--- config.mk ---
export PLATFORM = sky130hd
export DESIGN_NAME = pll_lock_supervisor
export DESIGN_NICKNAME = d
export VERILOG_FILES = /design/src/rtl/pll_lock_supervisor.sv
export SDC_FILE = /design/constraint.sdc
export NUM_CORES = 1
export LEC_CHECK = 0
export ABC_CLOCK_PERIOD_IN_PS = 1900
export CAP_MARGIN = 5
export CORE_UTILIZATION = 59
export CTS_CLUSTER_DIAMETER = 40
export DETAILED_ROUTE_END_ITERATION = 12
export GPL_ROUTABILITY_DRIVEN = 0
export GPL_TIMING_DRIVEN = 0
export PLACE_DENSITY = 0.79
export SETUP_SLACK_MARGIN = 0.4
export SLEW_MARGIN = 20
export SYNTH_ARGS = -nofsm -noshare
export SYNTH_HDL_FRONTEND = slang
export SYNTH_SLANG_ARGS = --single-unit
--- constraint.sdc ---
create_clock -name clk10 -period 1.9 [get_ports clk10]
set_clock_uncertainty 0.15 [all_clocks]
set_input_delay 0.285 -clock clk10 [delete_from_list [all_inputs] [get_ports clk10]]
set_output_delay 0.285 -clock clk10 [all_outputs]
set_load 0.01 [all_outputs]
--- src/rtl/pll_lock_supervisor.sv ---
// PLL lock supervisor: synchronizes the asynchronous PLL `locked` flag into
// clk10, qualifies lock stability, then releases a synchronous reset and
// `ready` to downstream clk10 logic. Counts lock-loss events seen in RUN and
// drives a heartbeat LED (fast blink while acquiring, slow blink in RUN).
module pll_lock_supervisor #(
  parameter int unsigned SYNC_STAGES     = 2,
  parameter int unsigned STABLE_CYCLES   = 1000,
  parameter int unsigned RST_HOLD_CYCLES = 16,
  parameter int unsigned CNT_W           = 8,
  parameter int unsigned LED_FAST_BIT    = 19,
  parameter int unsigned LED_SLOW_BIT    = 22
) (
  input  logic             clk10,
  input  logic             rst,
  input  logic             locked,
  input  logic             cnt_clr,
  output logic             rst_out,
  output logic             ready,
  output logic [CNT_W-1:0] lock_loss_cnt,
  output logic             led
);

  // Counter widths; a one-cycle window still needs a 1-bit counter.
  localparam int unsigned HOLD_W = (RST_HOLD_CYCLES > 1) ? $clog2(RST_HOLD_CYCLES) : 1;
  localparam int unsigned QUAL_W = (STABLE_CYCLES > 1) ? $clog2(STABLE_CYCLES) : 1;
  localparam int unsigned HB_W   = LED_SLOW_BIT + 1;

  localparam logic [HOLD_W-1:0] HOLD_LAST = HOLD_W'(RST_HOLD_CYCLES - 1);
  localparam logic [QUAL_W-1:0] QUAL_LAST = QUAL_W'(STABLE_CYCLES - 1);
  localparam logic [CNT_W-1:0]  CNT_MAX   = {CNT_W{1'b1}};

  typedef enum logic [2:0] {
    HOLD      = 3'd0,
    WAIT_LOCK = 3'd1,
    QUAL      = 3'd2,
    RUN       = 3'd3,
    LOST      = 3'd4
  } state_t;

  state_t                 state;
  logic [SYNC_STAGES-1:0] sync_q;
  logic                   locked_s;
  logic [HOLD_W-1:0]      hold_cnt;
  logic [QUAL_W-1:0]      qual_cnt;
  logic [HB_W-1:0]        heartbeat;

  // Last flop of the synchronizer chain is the only view of `locked`.
  assign locked_s = sync_q[SYNC_STAGES-1];

  // Synchronizer chain for the asynchronous lock flag.
  always_ff @(posedge clk10 or posedge rst) begin
    if (rst) begin
      sync_q <= '0;
    end else begin
      sync_q <= {sync_q[SYNC_STAGES-2:0], locked};
    end
  end

  // Free-running heartbeat; wraps naturally, cleared only by rst.
  always_ff @(posedge clk10 or posedge rst) begin
    if (rst) begin
      heartbeat <= '0;
    end else begin
      heartbeat <= heartbeat + HB_W'(1);
    end
  end

  // LED follows the slow heartbeat bit in RUN, the fast bit otherwise.
  always_ff @(posedge clk10 or posedge rst) begin
    if (rst) begin
      led <= 1'b0;
    end else if (state == RUN) begin
      led <= heartbeat[LED_SLOW_BIT];
    end else begin
      led <= heartbeat[LED_FAST_BIT];
    end
  end

  // Supervisor FSM with registered rst_out/ready and the lock-loss counter.
  always_ff @(posedge clk10 or posedge rst) begin
    if (rst) begin
      state         <= HOLD;
      hold_cnt      <= '0;
      qual_cnt      <= '0;
      rst_out       <= 1'b1;
      ready         <= 1'b0;
      lock_loss_cnt <= '0;
    end else begin
      // A lone clear wins unless a loss lands on the same edge (handled in RUN).
      if (cnt_clr) begin
        lock_loss_cnt <= '0;
      end

      case (state)
        HOLD: begin
          rst_out <= 1'b1;
          ready   <= 1'b0;
          if (hold_cnt == HOLD_LAST) begin
            state <= WAIT_LOCK;
          end else begin
            hold_cnt <= hold_cnt + HOLD_W'(1);
          end
        end

        WAIT_LOCK: begin
          rst_out <= 1'b1;
          ready   <= 1'b0;
          if (locked_s) begin
            state    <= QUAL;
            qual_cnt <= '0;
          end
        end

        QUAL: begin
          if (!locked_s) begin
            // Lock dropped before qualifying: retry, not a counted loss.
            state   <= WAIT_LOCK;
            rst_out <= 1'b1;
            ready   <= 1'b0;
          end else if (qual_cnt == QUAL_LAST) begin
            state   <= RUN;
            rst_out <= 1'b0;
            ready   <= 1'b1;
          end else begin
            qual_cnt <= qual_cnt + QUAL_W'(1);
            rst_out  <= 1'b1;
            ready    <= 1'b0;
          end
        end

        RUN: begin
          if (!locked_s) begin
            state   <= LOST;
            rst_out <= 1'b1;
            ready   <= 1'b0;
            // Coincident clear keeps this event as the first count.
            if (cnt_clr) begin
              lock_loss_cnt <= CNT_W'(1);
            end else if (lock_loss_cnt != CNT_MAX) begin
              lock_loss_cnt <= lock_loss_cnt + CNT_W'(1);
            end
          end else begin
            rst_out <= 1'b0;
            ready   <= 1'b1;
          end
        end

        LOST: begin
          state    <= HOLD;
          hold_cnt <= '0;
          rst_out  <= 1'b1;
          ready    <= 1'b0;
        end

        default: begin
          state    <= HOLD;
          hold_cnt <= '0;
          rst_out  <= 1'b1;
          ready    <= 1'b0;
        end
      endcase
    end
  end

endmodule
# After elaboration in Yosys (flattened, before gate mapping)
# Cells that the tools add are included.
[word_totals]
regBits = 53
in_bits = 4
output_inout_bits = 11
word_cells = 59
[op_classes]
n_addsub = 4
eq_ne = 13
mux = 26
n_bitwise = 1
n_reduce_logical = 6
[op_table]
columns = ["cell", "count"]
rows = [
  ["$mux W8", 5],
  ["$mux W10", 3],
  ["$add A23 B1 Y23 const B", 1],
  ["$pmux W10 S2", 1],
  ["$mux W3", 5],
  ["$ne A2 B2 Y1 const B", 6],
  ["$pmux W3 S4", 1],
  ["$add A10 B1 Y10 const B", 1],
  ["$eq A10 B10 Y1 const B", 1],
  ["$add A8 B1 Y8 const B", 1],
  ["$ne A8 B8 Y1 const B", 1],
  ["$pmux W4 S2", 1],
  ["$reduce_and A4 Y1", 2],
  ["$mux W1", 7],
  ["$eq A3 B2 Y1 const B", 2],
  ["$add A4 B1 Y4 const B", 1],
  ["$eq A4 B4 Y1 const B", 1],
  ["$mux W4", 1],
  ["$pmux W1 S2", 2],
  ["$eq A3 B1 Y1 const B", 1],
  ["$logic_not A3 Y1", 1],
  ["$ne A3 B3 Y1 const B", 1],
  ["$reduce_or A3 Y1", 1],
  ["$reduce_and A2 Y1", 1],
  ["2 further kinds", 2],
]

# Logic depth before layout (Yosys ltp)
[logic_depth]
depth_word = 5
ltp_mapped = 6
mapped_depth_nobuf = 5

# Worst setup path after synthesis
# No wires, ideal clock.
[synth_timing]
kind = "register to register"
from = "reg qual_cnt[0]"
to = "reg state[0]"
setup_time_ps = 77
t_arrival_ps = 1406
required_ps = 1673
slack_ps = 267
stages_incl_launch_ff = 6
n_path_buf = 0
synth_period_minus_slack_ps = 1633
path_cell_list = "dfrtp_1 -> ha_1 -> inv_1 -> o41a_1 -> mux2_2 -> a21oi_1"
[synth_via]
elab_chain_cells = 3
[synth_rtl]
columns = ["item", "line_no", "text"]
rows = [
  ["start: declaration", "44", "logic [QUAL_W-1:0] qual_cnt;"],
  ["start signal: assignment", "125", "qual_cnt <= qual_cnt + QUAL_W'(1);"],
  ["$eq A10 B10 Y1", "120", "end else if (qual_cnt == QUAL_LAST) begin"],
  ["$ne A3 B3 Y1 (no line)", "n/a", ""],
  ["$reduce_and A4 Y1 (no line)", "n/a", ""],
  ["end signal: assignment", "117", "state <= WAIT_LOCK;"],
  ["end signal: assignment", "121", "state <= RUN;"],
  ["end signal: assignment", "133", "state <= LOST;"],
  ["end: declaration", "40", "state_t state;"],
]
# No other way between the ends.
# A chain may end at the register's enable or synchronous reset.

# Worst setup path after layout
[layout_timing]
from = "reg qual_cnt[1]"
to = "reg qual_cnt[1]"
[layout_via]
elab_chain_cells = 4
word_cells_on_any_way = 7
classes_between = "1 x add/sub; 2 x eq/ne; 3 x mux; 1 x reduce/logical"
[layout_rtl]
columns = ["item", "line_no", "text"]
rows = [
  ["$add A10 B1 Y10", "125", ""],
  ["$mux W10", "120", ""],
  ["$mux W10", "115", "if (!locked_s) begin"],
  ["$pmux W10 S2", "94", "case (state)"],
]
# Parallel ways exist; a longest one is shown, timed or not. The select of a mux whose other input is x is not followed.

==> results.json <==
{
  "run_status": "complete, no violations",
  "netlist_area_mm2": 0.00256,
  "die_x_um": 67.9,
  "rows": 23,
  "grt_pass1_wl_mm": 9.92,
  "crit_type": "register to register",
  "firstDrtPassIters": 5,
  "insertion_delay_ps": 310,
  "dp_hpwl_mm": 3.18,
  "synthSimpleGateAreaFrac": 0.234,
  "htreeDepth": 2,
  "grt_usage": 0.295,
  "grtUsageMet2": 0.496,
  "synth.largest_area_cell": "dfrtp_1",
  "synth_edf_count": 0,
  "multi_input_area_mm2": 0.00141,
  "antenna_found_initial": 0,
  "synth_top_family_by_area": "simple AND/OR/NAND/NOR gates",
  "synth_warnings": 0,
  "synth_seq_cells": 53,
  "cp-start-kind": "register",
  "initial_core_util": 0.626,
  "cts_tree": "yes",
  "overflow": 0,
  "syn_inst": 239,
  "drcViolationCount": 0,
  "async_reset_ff_frac": 1.00,
  "r2r_end": "qual_cnt[1]$_DFFE_PP0P_",
  "synth_xor_area_frac": 0.0992,
  "rsz0062_at_grt": "true",
  "drv_cap": 0,
  "p_per_area_mw_per_mm2": 882,
  "required_ps": 1940,
  "avgSynthCellArea_um2": 10.7,
  "slew_violations": 0,
  "hold_violations": 0,
  "finalNetCount": 326,
  "fin_tns_setup_ps": 0,
  "wl_mm": 7.65,
  "fin_crit_ps": 1760,
  "setup_viol": 0,
  "synthTopCellsByCount": "52 x dfrtp_1, 21 x xnor2_1, 18 x nand3_1, 18 x nor2_1, 14 x nand2_1",
  "port_buffers": 13,
  "drt_iter0_drc": 267,
  "cts.clk_slew.worst_paths_ps": 90,
  "synthTopCellsByArea": "dfrtp_1 51%, xnor2_1 7.2%, nand3_1 3.5%, and3_1 2.9%, xor2_1 2.7%",
  "finalCoreUtilization": 0.885,
  "crit_path_end_kind": "register",
  "worst_pin_slew_ps": 523,
  "max_freq_mhz": 568,
  "cts_buffer_depth": 2,
  "grtUsageMet1": 0.386,
  "ys.flop_type": "dfrtp_1",
  "synth_nets": 247,
  "relSlewSlack": 0.651,
  "top_usage_layer": "met2",
  "grt_pass1_vias": 2048,
  "crit_fanout": 3,
  "core_mm2": 0.00409,
  "synth-compound-area-share": 0.0679,
  "regArea_mm2": 0.00134,
  "fillers": 160,
  "hold_buffers": 0,
  "yosysTopAreaCellShare": 0.508,
  "cts.sinks": 53,
  "hold_class": "input pin to asynchronous set/reset pin",
  "p_leak_uw": 0.00166,
  "reg2reg_depth": 6,
  "period_share": 0.926,
  "n_antenna_cell": 0,
  "ys_seq_area_frac": 0.519,
  "critPathArrivalTime_ps": 1800,
  "synthMuxAreaShare": 0.0367,
  "yosys.cell_count.top_type": "dfrtp_1",
  "die_y_um": 67.9,
  "cts-root-buf": "clkbuf_8",
  "area_growth_pct": 41.3,
  "vias_per_cell": 6.25,
  "wl_per_cell_um": 20.7,
  "ir_drop_uv": 959,
  "die_area_mm2": 0.00461,
  "synth_cell_type_count": 42,
  "synth_fa_ha_area_frac": 0.0196,
  "grt_start_max_net_pins": 54,
  "via_count": 2305,
  "drive_above_1_share": 0.395,
  "reg2reg_from": "qual_cnt[1]$_DFFE_PP0P_",
  "drtAntennaViolNets": 0,
  "reg2reg_slack_ps": 140,
  "ios": 15,
  "cts_inserted_buffers": 5,
  "met3_usage": 0.0600
}
-- metrics by stage --
stage	area, µm²	setup WS (ps)	std cells	hold WS, ps	total power (µW)
global placement	2810	142	302	182	1930
finish	3620	140	369	206	3190
CTS	3310	237	344	186	2950
global route	3620	123	369	240	3320
detailed placement	2810	150	302	187	1940
floorplan	2620	342	239	166	1790
-- how the worst max path moves through the flow --
stage                                          start                    endpoint  cells past startpoint
after CTS                 lock_loss_cnt[4]$_DFF_PP0_            lock_loss_cnt[4]                      1
after detailed placement        state[1]$_DFFE_PP0P_  lock_loss_cnt[0]$_DFF_PP0_                      4
after global placement          state[1]$_DFFE_PP0P_  lock_loss_cnt[0]$_DFF_PP0_                      4
after global routing         qual_cnt[1]$_DFFE_PP0P_     qual_cnt[1]$_DFFE_PP0P_                      6
final                        qual_cnt[1]$_DFFE_PP0P_     qual_cnt[1]$_DFFE_PP0P_                      6
after floorplan              hold_cnt[0]$_DFFE_PP0P_     hold_cnt[3]$_DFFE_PP0P_                      5
-- worst max-delay path: stages, from the launching register on --
cell and delay [ps]:
dfrtp_1 450, ha_4 190, buf_4 130, nand2_1 80
nor2_2 50, a311o_1 310, mux2_2 290
-- repair_timing --
action | CTS | global route
pin swaps | 16 | 31
hold endpoints to repair | 0 | 0
resized for setup | 48 | 27
setup endpoints to repair | 47 | 39
cloned | 0 | 0
setup buffers | 34 | 24
-- cell families after synthesis --
family,count (synthesis)
and+or+nand+nor,107
DFF,53
xor gates and xnor gates,29
AOI/OAI and AO/OA,22
buffers and inverters,15
muxes,9
adders and majority gates,4
-- power breakdown --
| part | internal, µW | switching (µW) |
|---|---|---|
| sequential | 1230 | 139 |
| clock | 430 | 371 |
| combinational | 516 | 505 |
-- placed cells by master, fill, tap and decap left out, drive strengths merged, types with 2 or more instances in the layout --
| cell type | synthesis | final |
|---|---|---|
| clkdlybuf4s50 | 0 | 2 |
| nor4 | 4 | 4 |
| xnor2 | 21 | 21 |
| nand3b | 5 | 5 |
| and4 | 6 | 6 |
| dfrtp | 52 | 52 |
| xor2 | 8 | 8 |
| nand2b | 8 | 8 |
| and3 | 12 | 12 |
| nor2 | 18 | 18 |
| o21ai | 3 | 3 |
| ha | 4 | 4 |
| buf | 6 | 64 |
| nand2 | 14 | 14 |
| inv | 7 | 6 |
| o211ai | 6 | 6 |
| mux2 | 3 | 3 |
| dlygate4sd2 | 0 | 8 |
| mux2i | 6 | 6 |
| nor3 | 3 | 3 |
| nand4 | 11 | 11 |
| a21oi | 3 | 3 |
| clkbuf | 2 | 11 |
| nand3 | 18 | 18 |
| and2 | 2 | 2 |
-- sequential cells by signal (all words and copies together) (netlist names) --
signal         cells
heartbeat         23
hold_cnt           4
led                1
lock_loss_cnt      8
qual_cnt          10
ready              1
rst_out            1
state              3
sync_q             2
-- area by class of cell --
type	instances	share of cell area
Inverter	7	0.00830
Sequential cell	53	0.370
Clock buffer	7	0.0239
Tap cell	50	0.0173
Timing Repair Buffer	72	0.163
Clock inverter	1	0.00830
Buffer	8	0.0190
Multi-Input combinational cell	171	0.390
-- routing by layer --
metal | routed length, µm | share of wire | vias up
met3 | 449 | 0.059 | 23
met4 | 192 | 0.025 | 0
met1 | 3060 | 0.40 | 1155
met2 | 3950 | 0.52 | 108
met5 | 0 | 0 | -
li1 | - | - | 1019
(Power assumes the default switching activity.)
